<file path="config.mk">
export PLATFORM = sky130hd
export DESIGN_NAME = dac_serializer_flat
export DESIGN_NICKNAME = d
export VERILOG_FILES = /design/src/rtl/dac_serializer_pkg.sv /design/src/rtl/dac_serializer_if.sv /design/src/rtl/dac_serializer_sclk_gen.sv /design/src/rtl/dac_serializer.sv /design/src/flat_wrapper.sv
export SDC_FILE = /design/constraint.sdc
export NUM_CORES = 1
export LEC_CHECK = 0
export CAP_MARGIN = 20
export CORE_MARGIN = 2
export CORE_UTILIZATION = 53
export DETAILED_ROUTE_END_ITERATION = 7
export PLACE_DENSITY = 0.79
export SYNTH_ARGS = -nofsm -noshare
export SYNTH_HDL_FRONTEND = slang
export SYNTH_SLANG_ARGS = --single-unit
export TNS_END_PERCENT = 1
</file>
<file path="constraint.sdc">
create_clock -name clk -period 2.16 [get_ports clk]
set_clock_uncertainty 0.1 [all_clocks]
set_input_delay 0.324 -clock clk [delete_from_list [all_inputs] [get_ports clk]]
set_output_delay 0.324 -clock clk [all_outputs]
set_load 0.1 [all_outputs]
</file>
<file path="src/rtl/dac_serializer_pkg.sv">
// Shared definitions for the pattern path (ramp stage and DAC serializer).
package pattern_pkg;

    localparam int SAMPLE_W  = 12;
    localparam int FRAME_W   = 16;
    localparam int PD_W      = 2;
    localparam int BIT_CNT_W = $clog2(FRAME_W);

    typedef enum logic [1:0] {
        IDLE  = 2'd0,
        SHIFT = 2'd1,
        GAP   = 2'd2
    } state_t;

    // DAC frame: two don't-care zeros, power-down mode, then the sample.
    function automatic logic [FRAME_W-1:0] build_frame(input logic [PD_W-1:0]     pd,
                                                       input logic [SAMPLE_W-1:0] sample);
        return {{(FRAME_W - PD_W - SAMPLE_W){1'b0}}, pd, sample};
    endfunction

endpackage

</file>
<file path="src/rtl/dac_serializer_if.sv">
// Sample handshake between the ramp stage (master) and the DAC serializer (slave).
interface dac_serializer_if;
    import pattern_pkg::*;

    logic [SAMPLE_W-1:0] sample_in;
    logic [PD_W-1:0]     pd;
    logic                sample_valid;
    logic                sample_ready;

    modport master (
        output sample_in,
        output pd,
        output sample_valid,
        input  sample_ready
    );

    modport slave (
        input  sample_in,
        input  pd,
        input  sample_valid,
        output sample_ready
    );

endinterface

</file>
<file path="src/rtl/dac_serializer_sclk_gen.sv">
// Serial clock divider: sclk toggles every CLK_DIV clk cycles while enabled,
// and parks low with the divider cleared while disabled.
module sclk_gen #(
    parameter int CLK_DIV = 2
) (
    input  logic clk,
    input  logic rst_n,
    input  logic en,
    output logic sclk,
    output logic rise_tick,
    output logic fall_tick
);

    localparam int DIV_W = (CLK_DIV > 1) ? $clog2(CLK_DIV) : 1;

    logic [DIV_W-1:0] div_cnt;
    logic             wrap;

    assign wrap      = en && (div_cnt == DIV_W'(CLK_DIV - 1));
    assign rise_tick = wrap && !sclk;
    assign fall_tick = wrap && sclk;

    // Half-period counter and the sclk register it toggles.
    always_ff @(posedge clk or negedge rst_n) begin
        if (!rst_n) begin
            div_cnt <= '0;
            sclk    <= 1'b0;
        end else if (!en) begin
            div_cnt <= '0;
            sclk    <= 1'b0;
        end else if (wrap) begin
            div_cnt <= '0;
            sclk    <= ~sclk;
        end else begin
            div_cnt <= div_cnt + DIV_W'(1);
        end
    end

endmodule

</file>
<file path="src/rtl/dac_serializer.sv">
// Serial DAC output stage: takes one sample per handshake and shifts a 16-bit
// frame MSB-first to a mode-0 SPI DAC, with a cs_n high gap between frames.
//
// state | meaning
// IDLE  | sample_ready high, waiting for sample_valid
// SHIFT | cs_n low, 16 bits clocked out on sclk
// GAP   | cs_n high for GAP_CYC cycles before the next accept
module dac_serializer
    import pattern_pkg::*;
#(
    parameter int CLK_DIV = 2,
    parameter int GAP_CYC = 2
) (
    input  logic                   clk,
    input  logic                   rst_n,
    dac_serializer_if.slave        smp,
    output logic                   sclk,
    output logic                   sdata,
    output logic                   cs_n,
    output logic                   busy,
    output logic                   frame_done
);

    localparam int GAP_W = (GAP_CYC > 1) ? $clog2(GAP_CYC) : 1;

    state_t                 state;
    logic [FRAME_W-1:0]     shreg;
    logic [FRAME_W-1:0]     shreg_nxt;
    logic [FRAME_W-1:0]     frame_in;
    logic [BIT_CNT_W-1:0]   bit_cnt;
    logic [GAP_W-1:0]       gap_cnt;
    logic                   last_bit;
    logic                   sclk_en;
    logic                   rise_tick;
    logic                   fall_tick;

    assign frame_in         = build_frame(smp.pd, smp.sample_in);
    assign shreg_nxt        = shreg << 1;
    assign sclk_en          = (state == SHIFT);
    assign smp.sample_ready = (state == IDLE);
    assign busy             = (state != IDLE);

    sclk_gen #(
        .CLK_DIV (CLK_DIV)
    ) u_sclk_gen (
        .clk       (clk),
        .rst_n     (rst_n),
        .en        (sclk_en),
        .sclk      (sclk),
        .rise_tick (rise_tick),
        .fall_tick (fall_tick)
    );

    // Frame sequencing, shift register and registered DAC-side outputs.
    // last_bit is flagged on the final rising edge so the terminating falling
    // edge does not have to decode the bit counter.
    always_ff @(posedge clk or negedge rst_n) begin
        if (!rst_n) begin
            state      <= IDLE;
            shreg      <= '0;
            bit_cnt    <= '0;
            gap_cnt    <= '0;
            last_bit   <= 1'b0;
            sdata      <= 1'b0;
            cs_n       <= 1'b1;
            frame_done <= 1'b0;
        end else begin
            frame_done <= 1'b0;
            case (state)
                IDLE: begin
                    if (smp.sample_valid) begin
                        shreg    <= frame_in;
                        sdata    <= frame_in[FRAME_W-1];
                        bit_cnt  <= BIT_CNT_W'(FRAME_W - 1);
                        last_bit <= 1'b0;
                        cs_n     <= 1'b0;
                        state    <= SHIFT;
                    end
                end
                SHIFT: begin
                    if (rise_tick && (bit_cnt == '0)) begin
                        last_bit <= 1'b1;
                    end
                    if (fall_tick) begin
                        if (last_bit) begin
                            last_bit   <= 1'b0;
                            cs_n       <= 1'b1;
                            sdata      <= 1'b0;
                            frame_done <= 1'b1;
                            gap_cnt    <= GAP_W'(GAP_CYC - 1);
                            state      <= GAP;
                        end else begin
                            shreg   <= shreg_nxt;
                            sdata   <= shreg_nxt[FRAME_W-1];
                            bit_cnt <= bit_cnt - BIT_CNT_W'(1);
                        end
                    end
                end
                GAP: begin
                    if (gap_cnt == '0) begin
                        state <= IDLE;
                    end else begin
                        gap_cnt <= gap_cnt - GAP_W'(1);
                    end
                end
                default: state <= IDLE;
            endcase
        end
    end

endmodule

</file>
<file path="src/flat_wrapper.sv">
// flat-port wrapper written by rule: the top's interface ports become plain ports
module dac_serializer_flat import pattern_pkg::*;
#(
    parameter int CLK_DIV = 2,
    parameter int GAP_CYC = 2
)
  (clk, rst_n, sclk, sdata, cs_n, busy, frame_done, smp_sample_in, smp_pd, smp_sample_valid, smp_sample_ready);
  dac_serializer_if smp_i ();
  input  logic clk;
  input  logic rst_n;
  output logic sclk;
  output logic sdata;
  output logic cs_n;
  output logic busy;
  output logic frame_done;
  input wire logic [$bits(smp_i.sample_in)-1:0] smp_sample_in;
  input wire logic [$bits(smp_i.pd)-1:0] smp_pd;
  input wire logic [$bits(smp_i.sample_valid)-1:0] smp_sample_valid;
  output wire logic [$bits(smp_i.sample_ready)-1:0] smp_sample_ready;
  assign smp_i.sample_in = smp_sample_in;
  assign smp_i.pd = smp_pd;
  assign smp_i.sample_valid = smp_sample_valid;
  assign smp_sample_ready = smp_i.sample_ready;
  dac_serializer #(.CLK_DIV(CLK_DIV), .GAP_CYC(GAP_CYC)) u_core (.clk(clk), .rst_n(rst_n), .smp(smp_i), .sclk(sclk), .sdata(sdata), .cs_n(cs_n), .busy(busy), .frame_done(frame_done));
endmodule
</file>
==> results.md, run 1 <==
- Status: completed
- Ratio of cells with drive above 1 in the final layout: 0.364
- Number of H-tree levels: 1
- IO Pins: 23
- Die Span Y: between 50 and 60 um
- Syn nets: 128
- Cell taking the most area after synthesis: dfrtp_1
- Period utilization: 0.837
- Crit. End Element: primary output
- Detailed-route wire length: roughly 2400 um
- Syn Inst Count: 109
- Num CTS Buffers: 3
- Int Power: around 1800 uW
- Main synth FF type: dfrtp_1
- Clock Latency Late Sink: 0.32 ns
- Cell Pwr Density: about 1600 mW/mm^2
- Final Hold Viols: 0
- Ranking of synthesized cells by area: dfrtp_1 (46%), mux2_4 (21%), mux2_2 (3.8%), buf_6 (2.3%), dfstp_2 (1.8%)
- Reg2reg end: u_core.shreg[6]
- Post-synth EDFFs: 0
- Fin nets: between 150 and 200
- Reg area: 702 sq um
- RSZ-0062 raised after global routing: no
- Worst vdd ir: 1.28 mV
- R2R Setup Slk: around 0.43 ns
- Worst Path Required: approximately 1.7 ns
- Routed via count: slightly above 900
- Sink Count: 28
- FFs w/ async S/R, synth: 1.00
- Root Buffer: clkbuf_4
- CTS tree: yes
- Hold_buf cts: 0
- Initial antenna violation count: 0
- Synthesized cell area: between 0.001 and 0.0015 sq mm
- Crit Reg-Reg Startpoint: u_core.state[0]
- Iteration-0 DRC Markers: 13
- Post-DRT Antenna Nets: 0
- Final setup vio count: 0
- CTS resizes: 0
- Critical path arrival: ~1.4 ns
- Register area share after synthesis: 0.476
- Die ar.: between 0.003 and 0.004 sq mm
- Worst setup SP type: flop
- Fin crit period: 1.81 ns
- Pre-CTS setup slack: between 0.2 and 0.25 ns
- Maximum number of pins on one net before global-route repair: 29
- Crit-path max FO: 9
- Worst-margin pin slew: around 0.42 ns
- Comb pwr share: 0.565
- # diodes: 0
- Finished Layout Cells: 163
- Pre-antenna DRT Iters: 4
- Max Slew Vio Count: 0
- Global Route Usage Sum: 0.162
- Hpwl dp: about 1700 um
- Core area: 0.00271 sq mm
- Clock Path Buffers: 2
- Final worst setup slack: 0.352 ns
- Hold/Removal Path Class: in -> async
- Post-synth cell types: 34
- First-pass GRT wire length: about 4100 um
- Clk pwr share: 0.116
- Chip Width: between 50 and 60 um
- Postcts setup bufs: 0
- Layout area overhead: 20.5%
- Leakage: just over 0.0008 uW
- Share of power burned in registers: 0.319
- DRC viols: 0
- Switching power: 1140 uW
- Port bufs: 22
- Worst-path clk slew: roughly 0.16 ns
- Yosys top cell area share: 0.458
- Fmax: ~550 MHz
- Slew Limit Headroom: 0.718
- Dpl cells: between 150 and 200
- R2R depth: 3
- Fill count: about 210
- Area of the multi-input gates: 697 sq um
- Synth warnings: 0
- Wirelength per Cell: around 15 um
- Max-cap check violation count: 0
- Site Rows: 19
- Crit path kind: reg -> out
- Starting density of the core: 0.544
- RD Place Congestion: approximately 0.77
- Number of synthesized register bits: 28
- Total gr overflow: 0
- Sw frac: 0.389
- Number of vias per cell: approximately 5.6
- Number of global-route vias before repair: around 900
- Mean Syn Cell Area: between 10 and 15 sq um
## power by group through the flow
stage	Clock [uW]	Sequential, uW	Combinational (uW)
floorplan	0	1060	1250
global placement	0	933	1630
detailed placement	0	946	1670
CTS	344	936	1670
global route	362	966	1760
finish	340	935	1660
## worst max-delay path, cell delays in order (launching register included)
cell and delay, ns:
dfrtp_1 0.54, nor2_4 0.23, inv_1 0.11, buf_12 0.18
## registers in the layout, indices dropped and copies added, names as in the netlist
signal,flops
u_core.bit_cnt,4
u_core.cs_n,1
u_core.frame_done,1
u_core.gap_cnt,1
u_core.last_bit,1
u_core.sdata,1
u_core.shreg,15
u_core.state,2
u_core.u_sclk_gen.div_cnt,1
u_core.u_sclk_gen.sclk,1
## logic make-up after synthesis
| group | share of synthesized area |
|---|---|
| AOI/OAI and AO/OA | 0.0933 |
| xor gates and xnor gates | 0.00594 |
| adders and majority gates | 0.0170 |
| buffers and inverters | 0.0568 |
| DFF | 0.476 |
| muxes | 0.265 |
| and+or+nand+nor | 0.0857 |
## synth_stat cells (2+ instances only)
master / n
a21o_2: 2
a21oi_1: 2
a22o_1: 3
buf_6: 3
dfrtp_1: 27
ha_1: 2
inv_1: 6
mux2_2: 5
mux2_4: 21
mux2i_1: 2
nand2_1: 4
nand3_1: 2
nor2_1: 5
o21ai_0: 5
## layer usage
layer,global-route usage,part of all wire,vias to the layer above
met1,0.222,0.48,460
met3,0.0323,0.040,2
li1,-,-,433
met2,0.261,0.47,19
met4,0.0498,0.0076,0
met5,0,0,-
## layout by cell type, fill, tap and decap left out, drive strengths merged, types with 2 or more instances in the layout
cell           count
mux2i              2
buf                9
clkbuf             3
ha                 2
nand2              4
o21ai              5
clkdlybuf4s50     16
mux2              26
a21oi              3
nand2b             2
a21o               3
nor2               5
inv                6
dfrtp             27
nand3              2
a22o               3
## worst max-delay path by stage
| stage | endpoint | slack [ns] | from |
|---|---|---|---|
| 2_1_floorplan | u_core.shreg[10] | -0.06 | u_core.u_sclk_gen.sclk |
| 3_3_place_gp | u_core.shreg[9] | 0.28 | smp_sample_valid |
| 3_5_place_dp | u_core.shreg[9] | 0.23 | smp_sample_valid |
| 4_1_cts | busy | 0.36 | u_core.state[0] |
| 5_1_grt | busy | 0.28 | u_core.state[0] |
| 6_report | busy | 0.35 | u_core.state[0] |
## metrics by stage
stage / instance area [sq um] / total power (uW) / hold WS [ns] / setup TNS, ns / util
3_3_place_gp: 1730 / 2560 / 0.373 / 0 / 0.637
3_5_place_dp: 1730 / 2610 / 0.387 / 0 / 0.637
6_report: 1780 / 2930 / 0.259 / 0 / 0.656
2_1_floorplan: 1480 / 2300 / -0.0716 / -0.545 / -
4_1_cts: 1780 / 2950 / 0.272 / 0 / 0.656
5_1_grt: 1780 / 3080 / 0.278 / 0 / 0.656
## cell type report
class	count	share of cell area
flip-flops and latches	28	0.395
multi-input cells	69	0.392
repair buffers	25	0.149
well taps	31	0.0218
clock inverters	1	0.0169
clock buffers	3	0.0127
inverters	6	0.0127
(Power assumes the default switching activity.)
==> run 2, diff against run 1 <==
- clock period: 2.16 -> 1.81 ns (I/O delays scaled with it)
==> run 2 against run 1 <==
  * Sequential share of layout area decreased by 1.6 points
  * Core utilization up 3.0 points
  * Sequential power up 18%
  * Count of clock-buffer cells in the layout grew 1
  * Non-clock buffer count increased by 6
  * Flip-flop and latch count did not move
  * Critical path depth up 1
  * Combinational power up 33%
  * Final area grew 4.6%
  * Wire length increased by 13%
  * Critical path type unchanged
  * Largest cell class unchanged
  * Largest power group unchanged
==> results.md, run 2 (same netlist as run 1, synthesis figures left out) <==
- Hpwl dp: about 1900 um
- Site Rows: 19
- Crit Reg-Reg Startpoint: u_core.state[0]
- # diodes: 0
- Grt met3 use: 0.0392
- GR Util met2: 0.312
- Critical path arrival: between 1 and 1.5 ns
- Grt peak-use layer: met2
- Number of vias per cell: ~5.7
- Clock Path Buffers: 2
- Layout area overhead: 26.0%
- Num CTS Buffers: 3
- CP Cell Sequence: buf_4 -> nor2_4 -> inv_1 -> buf_12
- Root Buffer: clkbuf_4
- Fin nets: 158
- Cell Pwr Density: just under 2000 mW/mm^2
- Worst Path Required: between 1 and 1.5 ns
- Iteration-0 DRC Markers: 14
- Crit path kind: reg -> out
- Slowest cell on crit path: dfrtp_2
- Core area: approximately 0.0027 sq mm
- Worst-path clk slew: approximately 0.15 ns
- Crit. End Element: primary output
- Wirelength per Cell: 15.9 um
- Starting density of the core: 0.544
- Commonest non-fill, non-tap cell in the layout: dfrtp_1
- Crit-path max FO: 4
- Reg2reg end: u_core.shreg[6]
- Fin crit period: 1.75 ns
- Total negative slack: 0 ns
- CP max stage delay: around 0.44 ns
- CP Depth: 4
- Dpl cells: roughly 160
- Detailed-route wire length: approximately 2700 um
- Final Hold Viols: 0
- Layout Utilization: 0.686
- RSZ-0062 raised after global routing: no
- Final worst setup slack: about 0.063 ns
- Largest registers: u_core.shreg x15, u_core.bit_cnt x4, u_core.state x2
- CP bufs+invs: 3
- Global Route Usage Sum: 0.181
- Hold/Removal Path Class: in -> async
- Largest Register: u_core.shreg
- Max-cap check violation count: 0
- Tot Pwr: 3590 uW
- Number of global-route vias before repair: approximately 960
- Worst vdd ir: between 1.5 and 2 mV
- CTS tree: yes
- Initial antenna violation count: 0
- Most frequent cells in the layout: dfrtp_1 (25), mux2_4 (21), clkdlybuf4s50_1 (16), buf_4 (8), buf_12 (7)
- Pre-antenna DRT Iters: 4
- Hold_buf cts: 0
- Ratio of cells with drive above 1 in the final layout: 0.406
- Maximum number of pins on one net before global-route repair: 29
- Number of H-tree levels: 1
- Worst setup SP type: flop
- IO Pins: 23
- Die Span Y: about 57 um
- Chip Width: between 50 and 60 um
- Sink Count: 28
- Slew Limit Headroom: 0.707
- Post-DRT Antenna Nets: 0
- Finished Layout Cells: roughly 170
- Pre-CTS setup slack: roughly 0.038 ns
- Period utilization: 0.965
- RD Place Congestion: around 0.79
- Max Slew Vio Count: 0
- R2R Setup Slk: approximately 0.09 ns
- Max FFs per register: 15
- Die ar.: approximately 0.0032 sq mm
- Worst-margin pin slew: ~0.44 ns
- Routed via count: 970
- Clock Latency Late Sink: around 0.32 ns
- Fmax: 572 MHz
- DRC viols: 0
- Final setup vio count: 0
- Critical path's top delay family: flip-flops
- First-pass GRT wire length: between 4000 and 5000 um
- Leakage: around 0.00084 uW
- Total gr overflow: 0
- Port bufs: 22
- Met1 usage: 0.229
- R2R depth: 4
- Status: completed
[run 2: routing by layer]
layer	up-vias	share of wire
met2	36	0.49
met1	485	0.44
met5	-	0
met4	0	0.0078
met3	2	0.060
li1	447	-
[run 2: metrics by stage]
step	hold WS [ns]	cell area [sq um]
6_report	0.208	1860
5_1_grt	0.219	1860
4_1_cts	0.225	1860
3_5_place_dp	0.389	1810
3_3_place_gp	0.387	1810
2_1_floorplan	-0.124	1480
[run 2: worst max-delay path by stage]
stage	startpoint	endpoint	slack [ns]
floorplan	u_core.state[0]	u_core.state[0]	-0.30
global placement	smp_sample_valid	u_core.shreg[8]	0.06
detailed placement	smp_sample_valid	u_core.shreg[7]	0.04
CTS	u_core.state[0]	busy	0.06
global route	u_core.state[0]	busy	0.002
finish	u_core.state[0]	busy	0.06
[run 2: report_power, final]
| part | internal (uW) | switching, uW | total [uW] |
|---|---|---|---|
| combinational | 1160 | 1040 | 2200 |
| sequential | 896 | 199 | 1100 |
| clock | 123 | 177 | 299 |
[run 2: layout make-up]
cell class | count | area, sq um
fill | 203 | 851
inverter | 6 | 22.5
sequential | 28 | 704
multi-input combinational | 69 | 697
tap | 31 | 38.8
timing repair buffer | 31 | 360
clock buffer | 4 | 36.3
[run 2: what timing repair did]
action	in CTS	in global routing
gates resized for setup	1	0
buffers inserted	1	0
setup endpoints to repair	1	0
